## config.mk

```make
export PLATFORM = sky130hd
export DESIGN_NAME = exec_unit_flat
export DESIGN_NICKNAME = d
export VERILOG_FILES = /design/src/rtl/exec_unit_if.sv /design/src/rtl/exec_unit.sv /design/src/flat_wrapper.sv
export SDC_FILE = /design/constraint.sdc
export NUM_CORES = 1
export LEC_CHECK = 0
export ABC_AREA = 1
export CAP_MARGIN = 30
export CORE_MARGIN = 2
export CORE_UTILIZATION = 55
export CTS_BUF_LIST = sky130_fd_sc_hd__clkbuf_4 sky130_fd_sc_hd__clkbuf_8 sky130_fd_sc_hd__clkbuf_16
export CTS_CLUSTER_DIAMETER = 60
export DETAILED_ROUTE_END_ITERATION = 8
export PLACE_DENSITY_LB_ADDON = 0.12
export RECOVER_POWER = 50
export SKIP_CTS_REPAIR_TIMING = 1
export SLEW_MARGIN = 20
export SYNTH_ARGS = -nofsm -noshare
export SYNTH_HDL_FRONTEND = slang
export SYNTH_SLANG_ARGS = --single-unit
```

## constraint.sdc

```tcl
create_clock -name clk -period 3.75 [get_ports clk]
set_clock_uncertainty 0.15 [all_clocks]
set_input_delay 0.375 -clock clk [delete_from_list [all_inputs] [get_ports clk]]
set_output_delay 0.375 -clock clk [all_outputs]
set_load 0.1 [all_outputs]
```

## src/rtl/exec_unit_if.sv

```systemverilog
// Execute-stage bundle: request side (opcode, operands, destination) and the
// write-back side (strobe, address, data, flags) that feeds the register file.
interface exec_unit_if #(
  parameter int DataBusWidth = 8,
  parameter int AddrBusWidth = 2
);
  logic                    start;
  logic [2:0]              op;
  logic [DataBusWidth-1:0] opA;
  logic [DataBusWidth-1:0] opB;
  logic [AddrBusWidth-1:0] dstAddr;
  logic                    busy;
  logic                    wbLoad;
  logic [AddrBusWidth-1:0] wbAddr;
  logic [DataBusWidth-1:0] wbData;
  logic                    carry;
  logic                    zero;

  modport master (
    output start, op, opA, opB, dstAddr,
    input  busy, wbLoad, wbAddr, wbData, carry, zero
  );

  modport slave (
    input  start, op, opA, opB, dstAddr,
    output busy, wbLoad, wbAddr, wbData, carry, zero
  );
endinterface

```

## src/rtl/exec_unit.sv

```systemverilog
// Execute stage: single-cycle ALU ops plus iterative shift-add multiply and
// bit-serial left shift, returning a one-cycle registered write-back pulse.
module exec_unit #(
  parameter int DataBusWidth = 8,
  parameter int AddrBusWidth = 2
) (
  input logic        clk,
  input logic        rst,
  exec_unit_if.slave io_eu
);
  localparam int W  = DataBusWidth;
  localparam int CW = $clog2(W + 1);

  localparam logic [2:0] OP_ADD = 3'b000;
  localparam logic [2:0] OP_SUB = 3'b001;
  localparam logic [2:0] OP_AND = 3'b010;
  localparam logic [2:0] OP_OR  = 3'b011;
  localparam logic [2:0] OP_XOR = 3'b100;
  localparam logic [2:0] OP_MOV = 3'b101;
  localparam logic [2:0] OP_MUL = 3'b110;
  localparam logic [2:0] OP_SHL = 3'b111;

  typedef enum logic [1:0] {
    S_IDLE  = 2'd0,
    S_MUL   = 2'd1,
    S_SHIFT = 2'd2,
    S_WB    = 2'd3
  } state_t;

  function automatic logic f_is_zero(input logic [W-1:0] v);
    return (v == {W{1'b0}});
  endfunction

  state_t                  r_state, w_state_nxt;
  logic [AddrBusWidth-1:0] r_dst, w_dst_nxt;
  logic [2*W-1:0]          r_acc, w_acc_nxt;
  logic [2*W-1:0]          r_mcand, w_mcand_nxt;
  logic [2*W-1:0]          w_acc_add;
  logic [W-1:0]            r_mplier, w_mplier_nxt;
  logic [W-1:0]            r_sh, w_sh_nxt;
  logic [CW-1:0]           r_cnt, w_cnt_nxt;
  logic [W:0]              w_sum, w_diff;
  logic                    w_fin;
  logic [W-1:0]            w_fin_res;
  logic                    w_fin_c;

  logic                    r_busy;
  logic                    r_wb_load;
  logic [AddrBusWidth-1:0] r_wb_addr;
  logic [W-1:0]            r_wb_data;
  logic                    r_carry;
  logic                    r_zero;

  assign io_eu.busy   = r_busy;
  assign io_eu.wbLoad = r_wb_load;
  assign io_eu.wbAddr = r_wb_addr;
  assign io_eu.wbData = r_wb_data;
  assign io_eu.carry  = r_carry;
  assign io_eu.zero   = r_zero;

  // Next-state and datapath: w_fin marks the edge that loads the write-back registers.
  always_comb begin
    w_state_nxt  = r_state;
    w_dst_nxt    = r_dst;
    w_acc_nxt    = r_acc;
    w_mcand_nxt  = r_mcand;
    w_mplier_nxt = r_mplier;
    w_sh_nxt     = r_sh;
    w_cnt_nxt    = r_cnt;
    w_fin        = 1'b0;
    w_fin_res    = {W{1'b0}};
    w_fin_c      = 1'b0;
    w_sum        = {1'b0, io_eu.opA} + {1'b0, io_eu.opB};
    w_diff       = {1'b0, io_eu.opA} - {1'b0, io_eu.opB};
    w_acc_add    = r_acc + (r_mplier[0] ? r_mcand : {(2*W){1'b0}});

    case (r_state)
      S_IDLE: begin
        if (io_eu.start) begin
          w_dst_nxt   = io_eu.dstAddr;
          w_fin       = 1'b1;
          w_state_nxt = S_WB;
          case (io_eu.op)
            OP_ADD: begin
              w_fin_res = w_sum[W-1:0];
              w_fin_c   = w_sum[W];
            end
            OP_SUB: begin
              w_fin_res = w_diff[W-1:0];
              w_fin_c   = w_diff[W];
            end
            OP_AND: w_fin_res = io_eu.opA & io_eu.opB;
            OP_OR:  w_fin_res = io_eu.opA | io_eu.opB;
            OP_XOR: w_fin_res = io_eu.opA ^ io_eu.opB;
            OP_MOV: w_fin_res = io_eu.opB;
            OP_MUL: begin
              w_fin        = 1'b0;
              w_acc_nxt    = {(2*W){1'b0}};
              w_mcand_nxt  = {{W{1'b0}}, io_eu.opA};
              w_mplier_nxt = io_eu.opB;
              w_cnt_nxt    = CW'(W);
              w_state_nxt  = S_MUL;
            end
            OP_SHL: begin
              if (io_eu.opB[2:0] == 3'b000) begin
                w_fin_res = io_eu.opA;
              end else begin
                w_fin       = 1'b0;
                w_sh_nxt    = io_eu.opA;
                w_cnt_nxt   = CW'(io_eu.opB[2:0]);
                w_state_nxt = S_SHIFT;
              end
            end
            default: w_fin_res = {W{1'b0}};
          endcase
        end else begin
          w_state_nxt = S_IDLE;
        end
      end
      S_MUL: begin
        // One multiplier bit per cycle; the last iteration feeds w_acc_add straight to write-back.
        w_acc_nxt    = w_acc_add;
        w_mcand_nxt  = {r_mcand[2*W-2:0], 1'b0};
        w_mplier_nxt = {1'b0, r_mplier[W-1:1]};
        w_cnt_nxt    = r_cnt - CW'(1);
        if (r_cnt == CW'(1)) begin
          w_fin       = 1'b1;
          w_fin_res   = w_acc_add[W-1:0];
          w_fin_c     = |w_acc_add[2*W-1:W];
          w_state_nxt = S_WB;
        end else begin
          w_state_nxt = S_MUL;
        end
      end
      S_SHIFT: begin
        w_sh_nxt  = {r_sh[W-2:0], 1'b0};
        w_cnt_nxt = r_cnt - CW'(1);
        if (r_cnt == CW'(1)) begin
          w_fin       = 1'b1;
          w_fin_res   = {r_sh[W-2:0], 1'b0};
          w_fin_c     = r_sh[W-1];
          w_state_nxt = S_WB;
        end else begin
          w_state_nxt = S_SHIFT;
        end
      end
      S_WB:    w_state_nxt = S_IDLE;
      default: w_state_nxt = S_IDLE;
    endcase
  end

  // State, datapath and registered write-back outputs; reset aborts any operation.
  always_ff @(posedge clk) begin
    if (rst) begin
      r_state   <= S_IDLE;
      r_dst     <= {AddrBusWidth{1'b0}};
      r_acc     <= {(2*W){1'b0}};
      r_mcand   <= {(2*W){1'b0}};
      r_mplier  <= {W{1'b0}};
      r_sh      <= {W{1'b0}};
      r_cnt     <= {CW{1'b0}};
      r_busy    <= 1'b0;
      r_wb_load <= 1'b0;
      r_wb_addr <= {AddrBusWidth{1'b0}};
      r_wb_data <= {W{1'b0}};
      r_carry   <= 1'b0;
      r_zero    <= 1'b0;
    end else begin
      r_state   <= w_state_nxt;
      r_dst     <= w_dst_nxt;
      r_acc     <= w_acc_nxt;
      r_mcand   <= w_mcand_nxt;
      r_mplier  <= w_mplier_nxt;
      r_sh      <= w_sh_nxt;
      r_cnt     <= w_cnt_nxt;
      r_busy    <= (w_state_nxt != S_IDLE);
      r_wb_load <= w_fin;
      if (w_fin) begin
        r_wb_addr <= w_dst_nxt;
        r_wb_data <= w_fin_res;
        r_carry   <= w_fin_c;
        r_zero    <= f_is_zero(w_fin_res);
      end
    end
  end
endmodule

```

## src/flat_wrapper.sv

```systemverilog
// flat-port wrapper written by rule: the top's interface ports become plain ports
module exec_unit_flat 
#(
  parameter int DataBusWidth = 8,
  parameter int AddrBusWidth = 2
)
  (clk, rst, io_eu_start, io_eu_op, io_eu_opA, io_eu_opB, io_eu_dstAddr, io_eu_busy, io_eu_wbLoad, io_eu_wbAddr, io_eu_wbData, io_eu_carry, io_eu_zero);
  exec_unit_if #(.DataBusWidth(DataBusWidth), .AddrBusWidth(AddrBusWidth)) io_eu_i ();
  input logic clk;
  input logic rst;
  input wire logic [$bits(io_eu_i.start)-1:0] io_eu_start;
  input wire logic [$bits(io_eu_i.op)-1:0] io_eu_op;
  input wire logic [$bits(io_eu_i.opA)-1:0] io_eu_opA;
  input wire logic [$bits(io_eu_i.opB)-1:0] io_eu_opB;
  input wire logic [$bits(io_eu_i.dstAddr)-1:0] io_eu_dstAddr;
  output wire logic [$bits(io_eu_i.busy)-1:0] io_eu_busy;
  output wire logic [$bits(io_eu_i.wbLoad)-1:0] io_eu_wbLoad;
  output wire logic [$bits(io_eu_i.wbAddr)-1:0] io_eu_wbAddr;
  output wire logic [$bits(io_eu_i.wbData)-1:0] io_eu_wbData;
  output wire logic [$bits(io_eu_i.carry)-1:0] io_eu_carry;
  output wire logic [$bits(io_eu_i.zero)-1:0] io_eu_zero;
  assign io_eu_i.start = io_eu_start;
  assign io_eu_i.op = io_eu_op;
  assign io_eu_i.opA = io_eu_opA;
  assign io_eu_i.opB = io_eu_opB;
  assign io_eu_i.dstAddr = io_eu_dstAddr;
  assign io_eu_busy = io_eu_i.busy;
  assign io_eu_wbLoad = io_eu_i.wbLoad;
  assign io_eu_wbAddr = io_eu_i.wbAddr;
  assign io_eu_wbData = io_eu_i.wbData;
  assign io_eu_carry = io_eu_i.carry;
  assign io_eu_zero = io_eu_i.zero;
  exec_unit #(.DataBusWidth(DataBusWidth), .AddrBusWidth(AddrBusWidth)) u_core (.clk(clk), .rst(rst), .io_eu(io_eu_i));
endmodule
```

* Word-level counts from Yosys, hierarchy flattened
Index checks and enable logic that the tools add are counted.
** Operators by class
- Bitwise operators :: 3
- Equality and inequality tests :: 17
- Div/mod/pow operators :: 0
- Shift-type cells :: 0
- $add $sub $neg :: 4
- Reduce and logical (&&, ||, !) cells :: 13
- Mux-type cells :: 42
- Order comparisons :: 0
- Multipliers :: 0
** Operators by type and width (number)
- $mux W16 :: 5
- $mux W8 :: 9
- $pmux W16 S2 :: 2
- $pmux W8 S7 :: 1
- $pmux W8 S2 :: 2
- $pmux W8 S3 :: 1
- $add A16 B16 Y16 :: 1
- $pmux W4 S2 :: 2
- $eq A3 B3 Y1 const B :: 4
- $add A8 B8 Y9 :: 1
- $sub A8 B8 Y9 :: 1
- $and A8 B8 Y8 :: 1
- $logic_not A8 Y1 :: 1
- $mux W1 :: 8
- $mux W2 :: 4
- $mux W4 :: 2
- $ne A2 B2 Y1 const B :: 4
- $or A8 B8 Y8 :: 1
- $pmux W2 S4 :: 1
- $reduce_and A4 Y1 :: 2
- $reduce_bool A2 Y1 :: 4
- $reduce_or A8 Y1 :: 1
- $xor A8 B8 Y8 :: 1
- $eq A3 B2 Y1 const B :: 2
- 13 further kinds :: 18
** Word-level totals
- Output and inout bits :: 14
- Bits of input ports :: 24
- Bits in latches :: 0
- Bits in registers :: 70
- Memories :: 0
- Logic and storage cells :: 92
- ROM bits :: 0
- Memory bits (writable) :: 0

* Depth between registers and ports, before layout
- Word-level depth :: 6
- Mapped depth :: 20
- Depth with buffers taken out :: 18

* Worst setup path after synthesis
Ideal clock, no wire load.
- Kind :: register to register
- From :: reg u_core.r_mplier[0]
- To :: reg u_core.r_zero (netlist: u_core.io_eu.zero)
- Path slack :: 1062 ps
- Clock period less this slack :: 2688 ps
- Library setup time :: 131 ps
- Required time :: 3469 ps
- Path buffers :: 2
- Stages on the path, launching flop included :: 18
- Arrival time :: 2407 ps
- Path through :: dfxtp_1 > clkbuf_1 > clkbuf_1 > nand2_1 > inv_1 > ha_1 > inv_1 > fa_1 > o21bai_1 > inv_1 > nand2_1 > nand2_1 > o21ai_0 > nand2_1 > a21oi_1 > nor2_1 > nand2_1 > a21oi_2
** Between the ends
- Longest elaborated chain between the ends :: 5
** Ends and longest elaborated chain
- start, declared :: line exec_unit.sv:39 : logic [W-1:0] r_mplier, w_mplier_nxt;
- start signal, assigned :: line exec_unit.sv:159 : r_mplier <= {W{1'b0}};
- start signal, assigned :: line exec_unit.sv:173 : r_mplier <= w_mplier_nxt;
- $mux W16 :: line exec_unit.sv:75 : w_acc_add = r_acc + (r_mplier[0] ? r_mcand : {(2*W){1'b0}});
- $add A16 B16 Y16 :: line exec_unit.sv:75
- $mux W8 :: line exec_unit.sv:126 : if (r_cnt == CW'(1)) begin
- $pmux W8 S3 :: line exec_unit.sv:77 : case (r_state)
- $logic_not A8 Y1 :: line exec_unit.sv:31 : return (v == {W{1'b0}});
- end signal, assigned :: line exec_unit.sv:182 : r_zero <= f_is_zero(w_fin_res);
- end, declared :: line exec_unit.sv:52 : logic r_zero;
Every way passes these cells.
A chain may end at the register's enable or synchronous reset.

* Worst setup path after layout
- From :: in io_eu_opA[2]
- To :: reg u_core.r_zero (netlist: u_core.io_eu.zero)
** Between the ends
- Longest elaborated chain between the ends :: 5
- Elaborated cells on any way between the ends :: 10
- Those cells by class :: add/sub: 2; mux: 4; bitwise: 3; reduce/logical: 1
** Ends and longest elaborated chain
- start, declared :: line flat_wrapper.sv:13 : input wire logic [$bits(io_eu_i.opA)-1:0] io_eu_opA;
- $sub A8 B8 Y9 (tied with other cells) :: line exec_unit.sv:74 : w_diff = {1'b0, io_eu.opA} - {1'b0, io_eu.opB};
- $pmux W8 S7 (*) :: line exec_unit.sv:83 : case (io_eu.op)
- $mux W8 (*) :: line exec_unit.sv:79 : if (io_eu.start) begin
- $pmux W8 S3 (*) :: line exec_unit.sv:77
- $logic_not A8 Y1 (*) :: line exec_unit.sv:31
Mark *: on every way between the ends. The rest lies on a longest branch, timed or not.

==> summary.md <==
| Metric | Value |
|---|---|
| Worst setup path startpoint | `io_eu_opA[2]` |
| Final cell count without fillers | `approximately 1,000` |
| Worst Path Max Fanout | `9` |
| Global-route met2 utilization | `0.5035` |
| Met1 Usage GRT | `0.4239` |
| Routed vias/inst | `5.532` |
| Final estimated routing congestion in global placement | `0.9657` |
| Capture point of the worst reg-to-reg path | `u_core.io_eu.zero$_SDFFE_PP0P_` |
| Most frequent cells in the layout | `259 x nand2_1, 109 x inv_1, 71 x nor2_1, 70 x dfxtp_1, 63 x nand3_1` |
| Dominant cell type by area after synthesis | `dfxtp_1` |
| Later-pin clock latency in the skew report | `360 ps` |
| Number of buffers created by CTS | `9` |
| Synth Cell Area | `0.005271 sq mm` |
| Cells after synthesis | `846` |
| Placed instance count | `around 990` |
| Arrival time of data at the critical path endpoint | `3080 ps` |
| Most common cell after layout, fill and taps aside | `nand2_1` |
| Total number of cells along the worst setup path | `17` |
| Reg-to-reg slack, setup | `just over 900 ps` |
| Footprint of the flip-flops and latches | `0.001401 sq mm` |
| DRC viols | `0` |
| Number of max-slew violations in the final report | `0` |
| CP cell instances | `clkdlybuf4s50_1, inv_1, ha_1, inv_1, nand2_1, nand2_1, inv_1, nand2_1, nand2_1, nand3_1, nand3_1, nand3_1, a21oi_1, nand2_1, nand2_1, nand2_1, a21oi_2` |
| DRC marker count from the first detailed-route iteration | `511` |
| Unrepaired setup endpoints after global routing | `false` |
| Endpoint kind of the worst setup timing path | `flip-flop` |
| Antenna-violating nets left | `0` |
| Clock transition at the registers of the reported paths | `80 ps` |
| Hold slack final | `314.3 ps` |
| Total of endpoints with negative setup slack in the final report | `0` |
| Classification of the worst setup path | `input pin to flip-flop` |
| Clock period minus worst slack | `between 2000 and 3000 ps` |
| Data required time at the worst endpoint | `3890 ps` |
| Worst Setup Start Kind | `input pin` |
| Capturing element of the worst setup path | `u_core.io_eu.zero$_SDFFE_PP0P_` |
| Post-placement worst setup slack | `around 570 ps` |
| Worst relative slew slack | `0.3327` |
| Average wire per cell in the routed design | `15.30 microns` |
| Share of post-route cells with drive strength above 1 | `0.04556` |
| Largest net degree at the start of global routing | `43` |
| Total length of routed wires | `15.41 mm` |
| Average instance area after synthesis | `6.231 sq um` |
| Die Span X | `between 100 and 150 microns` |
| Max Cap Violations | `0` |
| Leakage | `2.944 nW` |
| Starting utilization of the core area | `0.5678` |
| Max Clock Freq | `0.3405 GHz` |
| DP HPWL | `11.77 mm` |
| Clock Sinks | `70` |
| Launch point of the worst reg-to-reg path | `u_core.r_mplier[0]$_SDFFE_PP0P_` |
| Tcrit/Tclk final | `0.7831` |
| Most Used Layer, Global Route | `met2` |
| Maximum single-stage delay on the critical path | `710 ps` |
| Number of I/O pins | `38` |
| Fraction of the yosys area taken by sequential cells | `0.2658` |
| Buf/Inv on CP | `4` |
| Unique cell type count in the Yosys netlist | `40` |
| Post-synth top area share | `0.2658` |
| Diode count | `0` |
| Main area contributors after synthesis | `dfxtp_1 27%, nand2_1 18%, ha_1 11%, inv_1 7.8%, nand3_1 6.0%` |
| Standard cell area after detailed placement | `0.005732 sq mm` |
| Worst min-delay path class | `flip-flop to flip-flop` |
| Final Total Pwr | `2.106 mW` |
| Highest-delay cell along the critical path | `clkdlybuf4s50_1` |
| Hold Path Stages | `2` |
| Layout Cell Area excl Fill | `0.005953 sq mm` |
| Nets | `about 950` |
| Cell occurring most often along the worst timing path | `nand2_1` |
| Depth of the CTS H-tree | `3` |
| Total negative slack for setup checks | `0 ps` |
| Core Region | `0.009284 sq mm` |
| Fillers | `between 800 and 900` |
| Number of I/O port buffers | `37` |
| Total track usage | `0.3063` |
| Chip height | `101.9 microns` |
| Vias post-DR | `5,571` |
| Clock tree from TritonCTS | `yes` |
| Antenna violations before repair | `0` |
| Max VDD drop | `between 0.2 and 0.3 mV` |
| Mapped Nets | `918` |
| Result of the run | `finished, final reports clean` |
| Aggregate global routing overflow | `0` |
| Met3 Resource Use GR | `0.04514` |
| Wire length of the first global-routing pass | `around 25 mm` |
| Power Dens Cells | `approximately 350 mW/mm^2` |
| Longest Clk Path Bufs | `2` |
| Number of rows in the core area | `35` |
| Area added between synthesis and finish | `12.94%` |
| Clock root cell | `clkbuf_8` |
| Count of endpoints failing hold in the final timing report | `0` |
| Footprint of the multi-input gates | `0.003301 sq mm` |
| Transition time of the tightest slew-check pin | `997.7 ps` |
| Post-Route Utilization | `0.6412` |
| Cell family with most CP delay | `buffers and inverters` |
| Vias in the first global route | `5,188` |
| Die Outline Area | `0.01038 sq mm` |
| Synthesized flop and latch total | `70` |
| Post-route setup slack | `813.3 ps` |
| Length in cells of the worst reg-to-reg path | `15` |
| Number of synthesis warnings | `0` |
| Number of detailed-route iterations in the first pass | `5` |
kinds of logic (layout without fill, tap and decap cells):
family / after synthesis / after routing / synth area share
AOI/OAI and AO/OA: 160 / 160 / 0.1726
xor gates and xnor gates: 4 / 4 / 0.006647
adders and majority gates: 48 / 48 / 0.1182
buffers and inverters: 144 / 176 / 0.1059
DFF: 70 / 70 / 0.2658
muxes: 2 / 2 / 0.003798
and+or+nand+nor: 418 / 418 / 0.3271
layer usage:
metal  vias up  part of all wire
li1       2805                 -
met1      2541              0.46
met2       201              0.46
met3        24             0.067
met4         0             0.017
met5         -                 0
where the power goes:
group	switching (mW)	internal [mW]
Combinational	0.453	0.182
Clock	0.311	0.329
Sequential	0.0343	0.797
Total	0.798	1.31
cell type report:
cell class                 count  share of cell area
sequential                    70              0.2354
timing repair buffer          46             0.07608
tap                          129             0.02711
multi-input combinational    632              0.5544
clock inverter                 6             0.01156
inverter                     114             0.07230
clock buffer                  10             0.02312
how the worst min path moves through the flow:
stage                                           end                             from  slack [ps]
global placement    u_core.r_mcand[15]$_SDFFE_PP0P_  u_core.r_mcand[15]$_SDFFE_PP0P_         300
detailed placement    u_core.r_acc[10]$_SDFFE_PP0P_    u_core.r_acc[10]$_SDFFE_PP0P_         310
floorplan           u_core.r_mcand[15]$_SDFFE_PP0P_  u_core.r_mcand[15]$_SDFFE_PP0P_         300
finish              u_core.r_mplier[3]$_SDFFE_PP0P_  u_core.r_mplier[4]$_SDFFE_PP0P_         310
global route        u_core.r_mplier[0]$_SDFFE_PP0P_  u_core.r_mplier[1]$_SDFFE_PP0P_         350
CTS                   u_core.r_acc[10]$_SDFFE_PP0P_    u_core.r_acc[10]$_SDFFE_PP0P_         330
state kept, by name, summed over array words and instances, names as in the netlist:
signal / cells
u_core.r_acc: 16
u_core.r_mcand: 16
u_core.io_eu.wbData: 8
u_core.r_mplier: 8
u_core.r_sh: 8
u_core.r_cnt: 4
u_core.io_eu.wbAddr: 2
u_core.r_dst: 2
u_core.r_state: 2
u_core.io_eu.busy: 1
u_core.io_eu.carry: 1
u_core.io_eu.wbLoad: 1
u_core.io_eu.zero: 1
synth_stat cells:
| cell type | count |
|---|---|
| a211oi_1 | 6 |
| a21oi_1 | 59 |
| a21oi_2 | 3 |
| a21oi_4 | 1 |
| a221oi_1 | 2 |
| a31oi_1 | 23 |
| and2_1 | 2 |
| buf_1 | 1 |
| buf_2 | 9 |
| clkbuf_1 | 20 |
| clkinv_2 | 1 |
| clkinv_4 | 1 |
| dfxtp_1 | 70 |
| fa_1 | 3 |
| ha_1 | 45 |
| inv_1 | 109 |
| inv_2 | 3 |
| mux2i_1 | 2 |
| nand2_1 | 256 |
| nand2_2 | 4 |
| nand3_1 | 63 |
| nand3_2 | 1 |
| nand3b_1 | 3 |
| nand4_1 | 9 |
| nor2_1 | 71 |
| nor3_1 | 4 |
| nor3_2 | 1 |
| o211ai_1 | 4 |
| o21a_1 | 1 |
| o21ai_0 | 49 |
| o21ai_1 | 2 |
| o21ai_2 | 1 |
| o21bai_1 | 3 |
| o22ai_1 | 4 |
| o2bb2ai_1 | 1 |
| o31ai_1 | 1 |
| or2_1 | 1 |
| or2_2 | 3 |
| xnor2_1 | 2 |
| xor2_1 | 2 |
tightest hold or removal path, stage by stage, from the launching register on:
cell and delay [ps]:
dfxtp_1 310, nand2_1 50, a31oi_1 70
Power figures use the tool's default switching activity.
